===== config.mk =====
export PLATFORM = sky130hd
export DESIGN_NAME = exu_upimm_pipe
export DESIGN_NICKNAME = d
export VERILOG_FILES = /design/src/rtl/exu_pkg.sv /design/src/rtl/exu_pipe_slice.sv /design/src/rtl/exu_upimm_pipe.sv
export SDC_FILE = /design/constraint.sdc
export NUM_CORES = 1
export LEC_CHECK = 0
export CORE_UTILIZATION = 54
export CTS_BUF_LIST = sky130_fd_sc_hd__clkbuf_4 sky130_fd_sc_hd__clkbuf_8
export DETAILED_ROUTE_END_ITERATION = 7
export DONT_BUFFER_PORTS = 1
export HOLD_SLACK_MARGIN = 0.06
export PLACE_DENSITY = 0.74
export RECOVER_POWER = 50
export SLEW_MARGIN = 5
export SYNTH_ARGS = -nofsm -noshare
export SYNTH_HDL_FRONTEND = slang
export SYNTH_HIERARCHICAL = 1
export SYNTH_SLANG_ARGS = --single-unit

===== constraint.sdc =====
create_clock -name clk -period 7.2 [get_ports clk]
set_clock_uncertainty 0.05 [all_clocks]
set_input_delay 0.72 -clock clk [delete_from_list [all_inputs] [get_ports clk]]
set_output_delay 0.72 -clock clk [all_outputs]
set_load 0.01 [all_outputs]

===== src/rtl/exu_pkg.sv =====
// exu_pkg: shared definitions for the U-type (LUI/AUIPC) execution path.
//   OPCODE_LUI / OPCODE_AUIPC : major opcodes handled by exu_upimm_pipe
//   upimm_payload_t           : per-stage payload at the default widths
//   is_upimm()                : true for the two opcodes this unit executes
package exu_pkg;

    localparam logic [6:0] OPCODE_LUI   = 7'b0110111;
    localparam logic [6:0] OPCODE_AUIPC = 7'b0010111;

    localparam int XLEN_DEF   = 32;
    localparam int GPR_AW_DEF = 5;

    typedef struct packed {
        logic                  err;
        logic                  wen;
        logic [GPR_AW_DEF-1:0] wa;
        logic [XLEN_DEF-1:0]   wd;
    } upimm_payload_t;

    function automatic logic is_upimm(input logic [6:0] opcode);
        return (opcode == OPCODE_LUI) || (opcode == OPCODE_AUIPC);
    endfunction

endpackage


===== src/rtl/exu_pipe_slice.sv =====
// exu_pipe_slice: one valid/ready register stage carrying an opaque payload.
//   clk, rst           : clock, synchronous active-high reset
//   flush              : drop the held op (valid clears next cycle)
//   in_valid, in_data  : upstream op; taken whenever the stage advances
//   out_ready          : downstream can take the held op this cycle
//   out_valid, out_data: held op, straight from the registers
// The upstream ready is not an output: the parent derives the whole ready
// chain from the stage valids so no combinational path runs through here.
module exu_pipe_slice #(
    parameter int W = 8
) (
    input  logic         clk,
    input  logic         rst,
    input  logic         flush,
    input  logic         in_valid,
    input  logic [W-1:0] in_data,
    input  logic         out_ready,
    output logic         out_valid,
    output logic [W-1:0] out_data
);

    logic         valid_q, valid_d;
    logic [W-1:0] data_q, data_d;
    logic         advance;

    assign advance = !valid_q || out_ready;

    always_comb begin
        valid_d = valid_q;
        data_d  = data_q;
        if (flush) begin
            valid_d = 1'b0;
        end else if (advance) begin
            valid_d = in_valid;
            // Data moves only with a real op, so bubbles never disturb it.
            if (in_valid) begin
                data_d = in_data;
            end
        end
    end

    always_ff @(posedge clk) begin
        if (rst) begin
            valid_q <= 1'b0;
            data_q  <= '0;
        end else begin
            valid_q <= valid_d;
            data_q  <= data_d;
        end
    end

    assign out_valid = valid_q;
    assign out_data  = data_q;

endmodule


===== src/rtl/exu_upimm_pipe.sv =====
// exu_upimm_pipe: elastic, DEPTH-stage pipelined handler for LUI and AUIPC.
//   clk, rst                     : clock, synchronous active-high reset
//   in_valid/in_ready            : issue handshake
//   in_inst, in_pc               : instruction word and its PC
//   flush                        : kill every in-flight op, refuse issue
//   wb_valid/wb_ready            : write-back handshake
//   wb_wen, wb_wa, wb_wd, wb_err : write-back payload (last-stage registers)
//   busy                         : any stage holds an op
//   retire_cnt                   : error-free ops written back (wraps)
module exu_upimm_pipe
    import exu_pkg::*;
#(
    parameter int XLEN   = 32,
    parameter int PC_W   = 32,
    parameter int GPR_AW = 5,
    parameter int DEPTH  = 2,
    parameter int CNT_W  = 32
) (
    input  logic              clk,
    input  logic              rst,
    input  logic              in_valid,
    output logic              in_ready,
    input  logic [31:0]       in_inst,
    input  logic [PC_W-1:0]   in_pc,
    input  logic              flush,
    output logic              wb_valid,
    input  logic              wb_ready,
    output logic              wb_wen,
    output logic [GPR_AW-1:0] wb_wa,
    output logic [XLEN-1:0]   wb_wd,
    output logic              wb_err,
    output logic              busy,
    output logic [CNT_W-1:0]  retire_cnt
);

    typedef struct packed {
        logic              err;
        logic              wen;
        logic [GPR_AW-1:0] wa;
        logic [XLEN-1:0]   wd;
    } payload_t;

    localparam int PW = $bits(payload_t);

    logic [6:0]      opcode;
    logic [XLEN-1:0] u_imm;
    logic [XLEN-1:0] pc_ext;
    payload_t        in_pl;
    payload_t        out_pl;

    assign opcode = in_inst[6:0];
    // A sized cast of a signed value sign-extends, giving the XLEN=64 upper bits.
    assign u_imm  = XLEN'($signed({in_inst[31:12], 12'b0}));
    assign pc_ext = XLEN'(in_pc);

    always_comb begin
        in_pl     = '0;
        in_pl.wa  = GPR_AW'(in_inst[11:7]);
        in_pl.err = !is_upimm(opcode);
        if (opcode == OPCODE_LUI) begin
            in_pl.wd = u_imm;
        end else if (opcode == OPCODE_AUIPC) begin
            in_pl.wd = pc_ext + u_imm;
        end
        in_pl.wen = !in_pl.err && (in_pl.wa != '0);
    end

    logic [DEPTH-1:0] v_s;
    logic [PW-1:0]    d_s [DEPTH];

    for (genvar i = 0; i < DEPTH; i++) begin : g_stage
        logic          up_valid;
        logic [PW-1:0] up_data;
        logic          dn_ready;

        if (i == 0) begin : g_head
            assign up_valid = in_valid;
            assign up_data  = in_pl;
        end else begin : g_body
            assign up_valid = v_s[i-1];
            assign up_data  = d_s[i-1];
        end

        // Stage i+1 accepts iff write-back is ready or some stage from i+1 to
        // the end has a hole; computing it from valids avoids a long
        // ready-through-ready combinational chain.
        if (i == DEPTH-1) begin : g_tail
            assign dn_ready = wb_ready;
        end else begin : g_mid
            assign dn_ready = wb_ready || !(&v_s[DEPTH-1:i+1]);
        end

        exu_pipe_slice #(.W(PW)) u_slice (
            .clk       (clk),
            .rst       (rst),
            .flush     (flush),
            .in_valid  (up_valid),
            .in_data   (up_data),
            .out_ready (dn_ready),
            .out_valid (v_s[i]),
            .out_data  (d_s[i])
        );
    end

    assign out_pl   = payload_t'(d_s[DEPTH-1]);
    assign in_ready = (wb_ready || !(&v_s)) && !flush;
    assign wb_valid = v_s[DEPTH-1] && !flush;
    assign wb_wen   = out_pl.wen;
    assign wb_wa    = out_pl.wa;
    assign wb_wd    = out_pl.wd;
    assign wb_err   = out_pl.err;
    assign busy     = |v_s;

    logic [CNT_W-1:0] retire_cnt_q, retire_cnt_d;

    always_comb begin
        retire_cnt_d = retire_cnt_q;
        if (wb_valid && wb_ready && !out_pl.err) begin
            retire_cnt_d = retire_cnt_q + CNT_W'(1);
        end
    end

    always_ff @(posedge clk) begin
        if (rst) begin
            retire_cnt_q <= '0;
        end else begin
            retire_cnt_q <= retire_cnt_d;
        end
    end

    assign retire_cnt = retire_cnt_q;

endmodule


==> run metrics, run 1 <==
DR iter-0 viols=293; slowest cell on the critical path=clkbuf_1; reg-to-reg setup timing slack=3900 ps; P per Cell Area=181 nW/µm²; CTS root buf=clkbuf_8; CTS buffer count=9; Final period util=45.9%; DIE HEIGHT=110 µm; worst path arrival time=3390 ps; VDD IR max=0.000134 V; first-pass GRT wire length=19.2 mm; mapped cell area=6320 µm²; ys flop type=dfxtp_1; worst-skew pair later-pin latency=370 ps; DP Area=6310 µm²; worst r2r path cells=4; vias in the first global route=4310; Finished Cell Area=6530 µm²; dpl hpwl=8.79 mm; Fin. Hold Viols=0; H-tree levels=3; crit-path cells=nor2b_1, nor3b_4, clkbuf_1, mux2i_1; Final ANT Viol Nets=0; Area contributors post-synth=dfxtp_1, nand2b_1, mux2i_1, xor2_1, ha_1; post-synthesis sequential area ratio=35.5%; async set-reset flop share out of synthesis=0%; CP endpoint kind=flip-flop; port buffer count=0; max_cap viols=1; WP data required=7290 ps; die width=110 µm; synthesized area per cell=9.06 µm²; startpoint types=flip-flop; critical path class=reg -> reg; worst-path fanout max=39; DRC=0; GRT Overall Usage=19.8%; worst slew pin tran=2800 ps; pin count of the biggest net entering global routing=191; I/O Pins=143; post-layout min period=3300 ps; n_diodes=0; Layout Area Growth over Synthesis=3.23%; # setup viols final=0; syn nets=788; drt first pass iters=4; Pleak=2.28 nW; Synth area leader=dfxtp_1; Core ar.=11400 µm²; failing checks=capacitance limit, slew limit; CTS resizes=0; Seq cells post-synth=112; Routed WL=12.3 mm; DIE AREA=12100 µm²; WL/cell=14.9 µm; Via Count=4535; share of the synthesized area in the top cell type=35.5%; fmax=303 MHz; FF-to-FF End=g_stage[1].u_slice/out_data[3]; RSZ-0062 raised after global routing=false; vias per cell=5.52; peak per-stage delay on the critical path=2010 ps; EDFF count, synth=0; Slew headroom=-86.9%; overflow left after global routing=0; std cell rows=39; clock-pin slew on the worst setup and hold paths=100 ps; nets@finish=763; setup_tns=0 ps; Initial Util=55.4%; routability cong.=0.833; status=finished with violations; Post-CTS Setup Bufs=0; crit path capture=g_stage[1].u_slice/out_data[3]; CTS Hold Buffers Added=0; CTS tree=built; R2R Path Start=g_stage[1].u_slice/out_valid; Distinct cells, synth=58; initial antenna violation count=0; clock tree sinks=112; Synth Instances=698; Hold WC Path Type=in -> reg; crit path from=g_stage[1].u_slice/out_valid; YS warnings=6; clk buf depth=2; share of layout cells above drive strength 1=4.57%; Final Slew Violations=40
## routing by layer
| metal | global-route usage (%) | wire [µm] | up-vias |
|---|---|---|---|
| li1 | - | - | 2305 |
| met1 | 23.6 | 5590 | 2093 |
| met2 | 35.0 | 5750 | 126 |
| met3 | 4.17 | 775 | 11 |
| met4 | 7.33 | 140 | 0 |
| met5 | 0 | 0 | - |
## critical path, delay by kind of cell (launching register included)
kind	cells	cell delay, ps
simple gates	2	340
buf+inv	1	2010
mux	1	300
flops	1	360
## layout by cell type, fill, tap and decap left out, drive strengths merged, types with 2 or more instances in the layout
master / Yosys / layout
dfxtp: 112 / 112
a21oi: 26 / 26
a21o: 6 / 6
nor3: 7 / 7
a21bo: 2 / 2
clkbuf: 23 / 13
inv: 4 / 4
a31oi: 3 / 3
bufinv: 0 / 2
o21bai: 2 / 2
a221o: 2 / 2
and2: 17 / 17
nand4: 9 / 9
xnor2: 15 / 15
or3: 3 / 3
and3: 8 / 8
nor2b: 5 / 5
nand2: 28 / 28
nor3b: 2 / 2
nor4: 4 / 4
xor2: 29 / 29
and4: 3 / 3
or4b: 2 / 2
o21ai: 11 / 11
o21a: 3 / 3
mux2i: 85 / 85
o211ai: 2 / 2
nand2b: 157 / 157
ha: 20 / 20
nor2: 59 / 59
a221oi: 2 / 2
nand3: 18 / 18
## flip-flops by register name, indices dropped and copies added, names as in the netlist
name	cells
retire_cnt	32
g_stage.u_slice/out_data	78
g_stage.u_slice/out_valid	2
## kinds of logic (layout without fill, tap and decap cells)
family                     Yosys count  in the layout  synth area share (%)
and+or+nand+nor                    327            327                  29.7
AOI/OAI and AO/OA                   67             67                  7.30
muxes                               85             85                  13.5
buffers and inverters               42             22                  3.70
xor gates and xnor gates            44             44                  6.10
DFF                                112            112                  35.5
adders and majority gates           21             21                  4.28
## per-stage QoR
stage	worst slack [ps]	cells	hold slack, ps	total power, mW	utilization [%]
final	3900	821	365	1.18	57.1
after global routing	3670	821	339	1.23	57.1
after CTS	4390	821	340	1.20	57.3
after detailed placement	4000	805	415	0.769	55.2
after global placement	4100	805	409	0.765	55.2
after floorplan	4340	698	399	0.766	-
## worst min-delay path by stage
stage | startpoint | to | slack [ps] | cells past startpoint
floorplan | g_stage[0].u_slice/out_data[0] | g_stage[0].u_slice/out_data[0] | 400 | 2
global placement | g_stage[0].u_slice/out_data[33] | g_stage[1].u_slice/out_data[33] | 410 | 2
detailed placement | g_stage[0].u_slice/out_data[25] | g_stage[0].u_slice/out_data[25] | 420 | 2
CTS | flush | g_stage[0].u_slice/out_valid | 340 | 1
global route | flush | g_stage[1].u_slice/out_valid | 340 | 1
finish | flush | g_stage[1].u_slice/out_valid | 370 | 1
## final cells by class
class | instances | area, µm²
fill | 1025 | 4890
clock inverter | 4 | 76.3
inverter | 4 | 15.0
tap | 143 | 179
clock buffer | 12 | 159
sequential | 112 | 2240
timing repair buffer | 2 | 11.3
multi-input combinational | 544 | 3840
## where the power goes
part           internal (mW)  total [mW]  switching [mW]
logic                 0.0674       0.132          0.0643
clock network          0.220       0.423           0.204
registers              0.622       0.624         0.00188
## synthesized netlist by cell type, types with 7 or more instances
library cell / n
xnor2_1: 15
buf_4: 8
and2_1: 15
nand2_1: 27
nand4_1: 8
a21oi_1: 26
dfxtp_1: 112
ha_1: 20
nand3_1: 18
and3_1: 7
nor3_1: 7
clkbuf_1: 23
nand2b_1: 157
xor2_1: 29
mux2i_1: 85
nor2_1: 59
Note: power is estimated with default switching activity, not from simulation.
==> run 2: changes to the inputs <==
==> constraint.sdc (replaced) <==
create_clock -name clk -period 3.3 [get_ports clk]
set_clock_uncertainty 0.05 [all_clocks]
set_input_delay 0.33 -clock clk [delete_from_list [all_inputs] [get_ports clk]]
set_output_delay 0.33 -clock clk [all_outputs]
set_load 0.01 [all_outputs]
==> run 2 against run 1 <==
  * The run now ends clean
  * Routed wire length is 1.9% higher
  * Combinational power is 130% higher
  * Cell area is 0.63% higher
  * Register-to-register slack worse by 2800 ps
  * Utilization is 0.36 points higher
  * Sequential power is 120% higher
  * Worst hold slack worse by 270 ps
  * Largest cell class unchanged
==> run metrics, run 2 (synthesis gave the netlist of run 1 again) <==
status=finished clean; nets@finish=771 (+1.0%); WHS Path Cells=2 (+1); crit path from=in_inst[12]; Via Count=4601 (+1.5%); H-tree levels=3 (unchanged); setup_tns=0 ps (unchanged); commonest non-fill, non-tap cell in the layout=nand2b_1; commonest cells after routing, fill and taps aside=nand2b_1, dfxtp_1, mux2i_1, nor2_1, xor2_1; # setup viols final=0 (unchanged); vias per cell=5.56 (+0.60%); I/O Pins=143 (unchanged); DRC=0 (unchanged); overflow left after global routing=0 (unchanged); max_cap viols=0 (-1); DIE AREA=12100 µm² (unchanged); clock tree sinks=112 (unchanged); Post-CTS Setup Bufs=0 (unchanged); reg-to-reg setup timing slack=1060 ps (-2840 ps); pin count of the biggest net entering global routing=159 (-17%); clock-pin slew on the worst setup and hold paths=90 ps (about the same); WHS Endpoint=g_stage[0].u_slice/out_data[35]; dpl hpwl=8.81 mm (+0.21%); DR iter-0 viols=190 (-35%); max FFs per register=78 (unchanged); Final ANT Viol Nets=0 (unchanged); port buffer count=0 (unchanged); n_diodes=0 (unchanged); worst-skew pair later-pin latency=350 ps (-20 ps); Slew headroom=9.88% (+97 points); Routed WL=12.5 mm (+1.9%); Final Slew Violations=0 (-100%); Layout Area Growth over Synthesis=3.88%; worst slew pin tran=1350 ps (-1450 ps); CP endpoint kind=flip-flop; CTS resizes=0 (unchanged); RSZ-0062 raised after global routing=false; worst-path fanout max=3 (-92%); WL/cell=15.1 µm (+0.99%); GRT Overall Usage=19.9% (+0.055 points); Fin Hold WS=93.0 ps (-272 ps); wire length on met3=784 µm (+1.2%); drt first pass iters=4 (unchanged); FF-to-FF End=retire_cnt[31]; CTS tree=built; M1 WL=5.48 mm (-1.9%); WP data required=3530 ps (-3760 ps); die width=110 µm (unchanged); P per Cell Area=374 nW/µm² (+110%); hold_sp=in_inst[10]; Core ar.=11400 µm² (unchanged); post-layout min period=2370 ps; Final period util=71.7%; VDD IR max=0.000292 V (+120%); Pleak=2.31 nW (+1.3%); worst r2r path cells=6 (+2); met2 routed WL=6.04 mm (+5.0%); CTS root buf=clkbuf_8; vias in the first global route=4279 (-0.72%); critical path class=in -> reg; first-pass GRT wire length=19.3 mm (+0.40%); routability cong.=0.851 (+2.2%); CTS Hold Buffers Added=5 (+5); CTS buffer count=9 (unchanged); share of layout cells above drive strength 1=4.96% (+0.39 points); initial antenna violation count=0 (unchanged); startpoint types=primary input; Hold WC Path Type=in -> reg; R2R Path Start=retire_cnt[4]; clk buf depth=2 (unchanged); std cell rows=39 (unchanged); fmax=423 MHz; Initial Util=55.4% (unchanged); Max Used Layer=met4; DIE HEIGHT=110 µm (unchanged); Fin. Hold Viols=0 (unchanged); worst path arrival time=2590 ps (-800 ps)
-- run 2: cell count changes in the layout (fill, tap and decap cells not counted), moves of 2 or more --
cell           change
buf_4              +2
clkbuf_4           +2
clkbuf_8           -2
dlygate4sd3_1      +5
-- run 2: final cells by class --
cell class,instances,area (µm²)
clock buffer,12,146
clock inverter,3,43.8
fill,1003,4850
inverter,4,15.0
multi-input combinational,544,3840
sequential,112,2240
tap,143,179
timing repair buffer,10,97.6
-- run 2: worst max-delay path by stage --
| stage | to | slack (ps) | cells past startpoint |
|---|---|---|---|
| global route | g_stage[0].u_slice/out_data[30] | 800 | 11 |
| detailed placement | g_stage[0].u_slice/out_data[30] | 580 | 11 |
| finish | g_stage[0].u_slice/out_data[30] | 930 | 11 |
| global placement | g_stage[0].u_slice/out_data[30] | 610 | 11 |
| CTS | g_stage[0].u_slice/out_data[30] | 950 | 11 |
| floorplan | g_stage[0].u_slice/out_data[30] | 830 | 11 |
-- run 2: through the flow --
stage / power (mW) / util, % / std cells / instance area, µm² / setup slack, ps
CTS: 2.49 / 57.6 / 827 / 6570 / 955
floorplan: 1.67 / - / 698 / 6320 / 832
global route: 2.57 / 57.5 / 828 / 6570 / 804
detailed placement: 1.68 / 55.4 / 807 / 6320 / 579
finish: 2.45 / 57.5 / 828 / 6570 / 934
global placement: 1.67 / 55.4 / 807 / 6320 / 613
-- run 2: worst max-delay path: stages --
cell and delay [ps]:
ha_1 200, fa_1 410, a21o_1 200, a221oi_2 350, o211ai_1 220, a41oi_2 330
a21oi_1 130, xnor2_1 140, o21ai_1 110, nand2b_1 60, mux2i_1 120
-- run 2: routing by layer --
layer  vias to the layer above  GRT usage (%)
met1                      2140           23.4
met3                        16           4.70
met4                         0           6.20
met2                       123           35.5
met5                         -              0
li1                       2322              -
-- run 2: power by group --
part / internal (mW) / leakage [nW] / switching, mW
sequential: 1.36 / 0.903 / 0.00412
clock: 0.374 / 0.101 / 0.418
combinational: 0.153 / 1.31 / 0.148
total: 1.88 / 2.31 / 0.570
==> run 3: changes to the inputs <==
--- a/config.mk
+++ b/config.mk
@@ -10,7 +10,7 @@
 export DETAILED_ROUTE_END_ITERATION = 7
 export DONT_BUFFER_PORTS = 1
 export HOLD_SLACK_MARGIN = 0.06
-export PLACE_DENSITY = 0.74
+export PLACE_DENSITY = 0.77
 export RECOVER_POWER = 50
 export SLEW_MARGIN = 5
 export SYNTH_ARGS = -nofsm -noshare
==> constraint.sdc (replaced) <==
create_clock -name clk -period 2.1 [get_ports clk]
set_clock_uncertainty 0.05 [all_clocks]
set_input_delay 0.21 -clock clk [delete_from_list [all_inputs] [get_ports clk]]
set_output_delay 0.21 -clock clk [all_outputs]
set_load 0.01 [all_outputs]
==> run 3 against run 2 <==
  * Sequential share of layout area shrank 5.3 points
  * Count of clock-buffer cells in the layout fell by 2
  * Global-route usage grew 3.2 points
  * Setup slack lost 880 ps
  * First-iteration DRC count rose by 48%
  * Final cell count grew 14%
  * Cell area rose by 19%
  * Flip-flop and latch count unchanged
  * Utilization rose by 11 points
  * Die area did not move
  * Via count grew 11%
  * Critical path depth down 4
  * Critical path type is now reg -> reg
==> run metrics, run 3 (synthesis gave the netlist of run 1 again) <==
routability cong.=0.813 (-4.5%); max_cap viols=0 (unchanged); clock-pin slew on the worst setup and hold paths=100 ps (about the same); P per Cell Area=535 nW/µm² (+43%); DP Area=6940 µm² (+9.8%); Core ar.=11400 µm² (unchanged); WL/cell=15.4 µm (+1.9%); Pleak=2.87 nW (+24%); startpoint types=flip-flop; commonest cells after routing, fill and taps aside=nand2b_1, dfxtp_1, mux2i_1, dlygate4sd3_1, nor2_1; DRC=0 (unchanged); CTS buffer count=9 (unchanged); Final ANT Viol Nets=0 (unchanged); Finished Cell Area=7780 µm² (+19%); share of layout cells above drive strength 1=14.3% (+9.3 points); Routed WL=14.5 mm (+16%); setup_tns=0 ps (unchanged); RSZ-0062 raised after global routing=true; die width=110 µm (unchanged); drt first pass iters=5 (+1); post-layout min period=2050 ps; vias in the first global route=4859 (+14%); Slew headroom=71.7% (+62 points); initial antenna violation count=0 (unchanged); worst r2r path cells=7 (+1); Layout Area Growth over Synthesis=23.1%; status=finished clean; vias per cell=5.43 (-2.2%); CTS root buf=clkbuf_8; dpl hpwl=9.52 mm (+8.1%); first-pass GRT wire length=22.2 mm (+15%); DIE AREA=12100 µm² (unchanged); std cell rows=39 (unchanged); Final Slew Violations=0 (unchanged); DIE HEIGHT=110 µm (unchanged); Final period util=97.6%; VDD IR max=0.000444 V (+52%); WP data required=2310 ps (-1220 ps); Fin Hold WS=70.1 ps (-22.9 ps); overflow left after global routing=0 (unchanged); clk buf depth=2 (unchanged); fmax=488 MHz; I/O Pins=143 (unchanged); n_diodes=0 (unchanged); pin count of the biggest net entering global routing=145 (-8.8%); crit-path cells=and4bb_4, nand3_2, nor2_2, nand2_1, xor2_1, nor2_1, dlygate4sd3_1; DR iter-0 viols=282 (+48%); worst path arrival time=2260 ps (-330 ps); port buffer count=0 (unchanged); Hold WC Path Type=in -> reg; # setup viols final=0 (unchanged); GRT Overall Usage=23.1% (+3.2 points); max FFs per register=78 (unchanged); commonest non-fill, non-tap cell in the layout=nand2b_1; CTS tree=built; worst-skew pair later-pin latency=370 ps (+20 ps); WHS Path Cells=3 (+1); Fin. Hold Viols=0 (unchanged); worst slew pin tran=424 ps (-928 ps); Initial Util=55.4% (unchanged); Via Count=5118 (+11%); slowest cell on the critical path=dlygate4sd3_1; H-tree levels=3 (unchanged); nets@finish=886 (+15%); CP endpoint kind=flip-flop; clock tree sinks=112 (unchanged); critical path class=reg -> reg; peak per-stage delay on the critical path=550 ps (+140 ps); worst-path fanout max=5 (+2)
## run 3: worst paths after layout
path                                                        end  slack [ps]                            start
worst min-delay path             g_stage[0].u_slice/out_data[1]          70                         in_pc[1]
worst max register to register                    retire_cnt[5]          50  g_stage[1].u_slice/out_data[38]
worst min register to register  g_stage[1].u_slice/out_data[35]         420  g_stage[0].u_slice/out_data[35]
worst max-delay path                              retire_cnt[5]          50  g_stage[1].u_slice/out_data[38]
## run 3: report_power, final
| group | switching, mW | internal, mW |
|---|---|---|
| Sequential | 0.00640 | 2.13 |
| Combinational | 0.283 | 0.356 |
| Clock | 0.693 | 0.689 |
| Total | 0.983 | 3.18 |
## run 3: layer usage
layer	vias to the layer above	wire length [µm]	GRT usage [%]
met5	-	0	0
met4	0	208	6.58
met3	16	782	5.64
met2	138	7230	42.5
met1	2409	6250	26.4
li1	2555	-	-
## run 3: through the flow
step / total power [mW] / util (%) / cells / setup slack (ps)
4_1_cts: 4.16 / 67.7 / 937 / 15.5
5_1_grt: 4.33 / 68.1 / 942 / -17.2
2_1_floorplan: 2.66 / - / 698 / -195
3_3_place_gp: 2.73 / 60.8 / 867 / -334
3_5_place_dp: 2.75 / 60.8 / 867 / -374
6_report: 4.16 / 68.1 / 942 / 49.7
## run 3: cell type report
cell class	instances	area, µm²
clock buffers	10	138
repair buffers	125	1100
well taps	143	179
flip-flops and latches	112	2240
clock inverters	4	70.1
inverters	4	15.0
multi-input cells	544	4040
fillers	916	3640
## run 3: worst max-delay path: cells and delay by family, from the launching register on
kind                      cells  cell delay [ps]
DFF                           1              340
xor gates and xnor gates      1              170
and+or+nand+nor               5              830
buffers and inverters         1              550
## run 3: repair_timing
| action | in CTS | in global routing |
|---|---|---|
| hold endpoints to repair | 112 | 3 |
| buffers inserted | 0 | 2 |
| hold buffers | 56 | 3 |
| endpoints found under the setup margin | 0 | 13 |
| resized for setup | 0 | 12 |
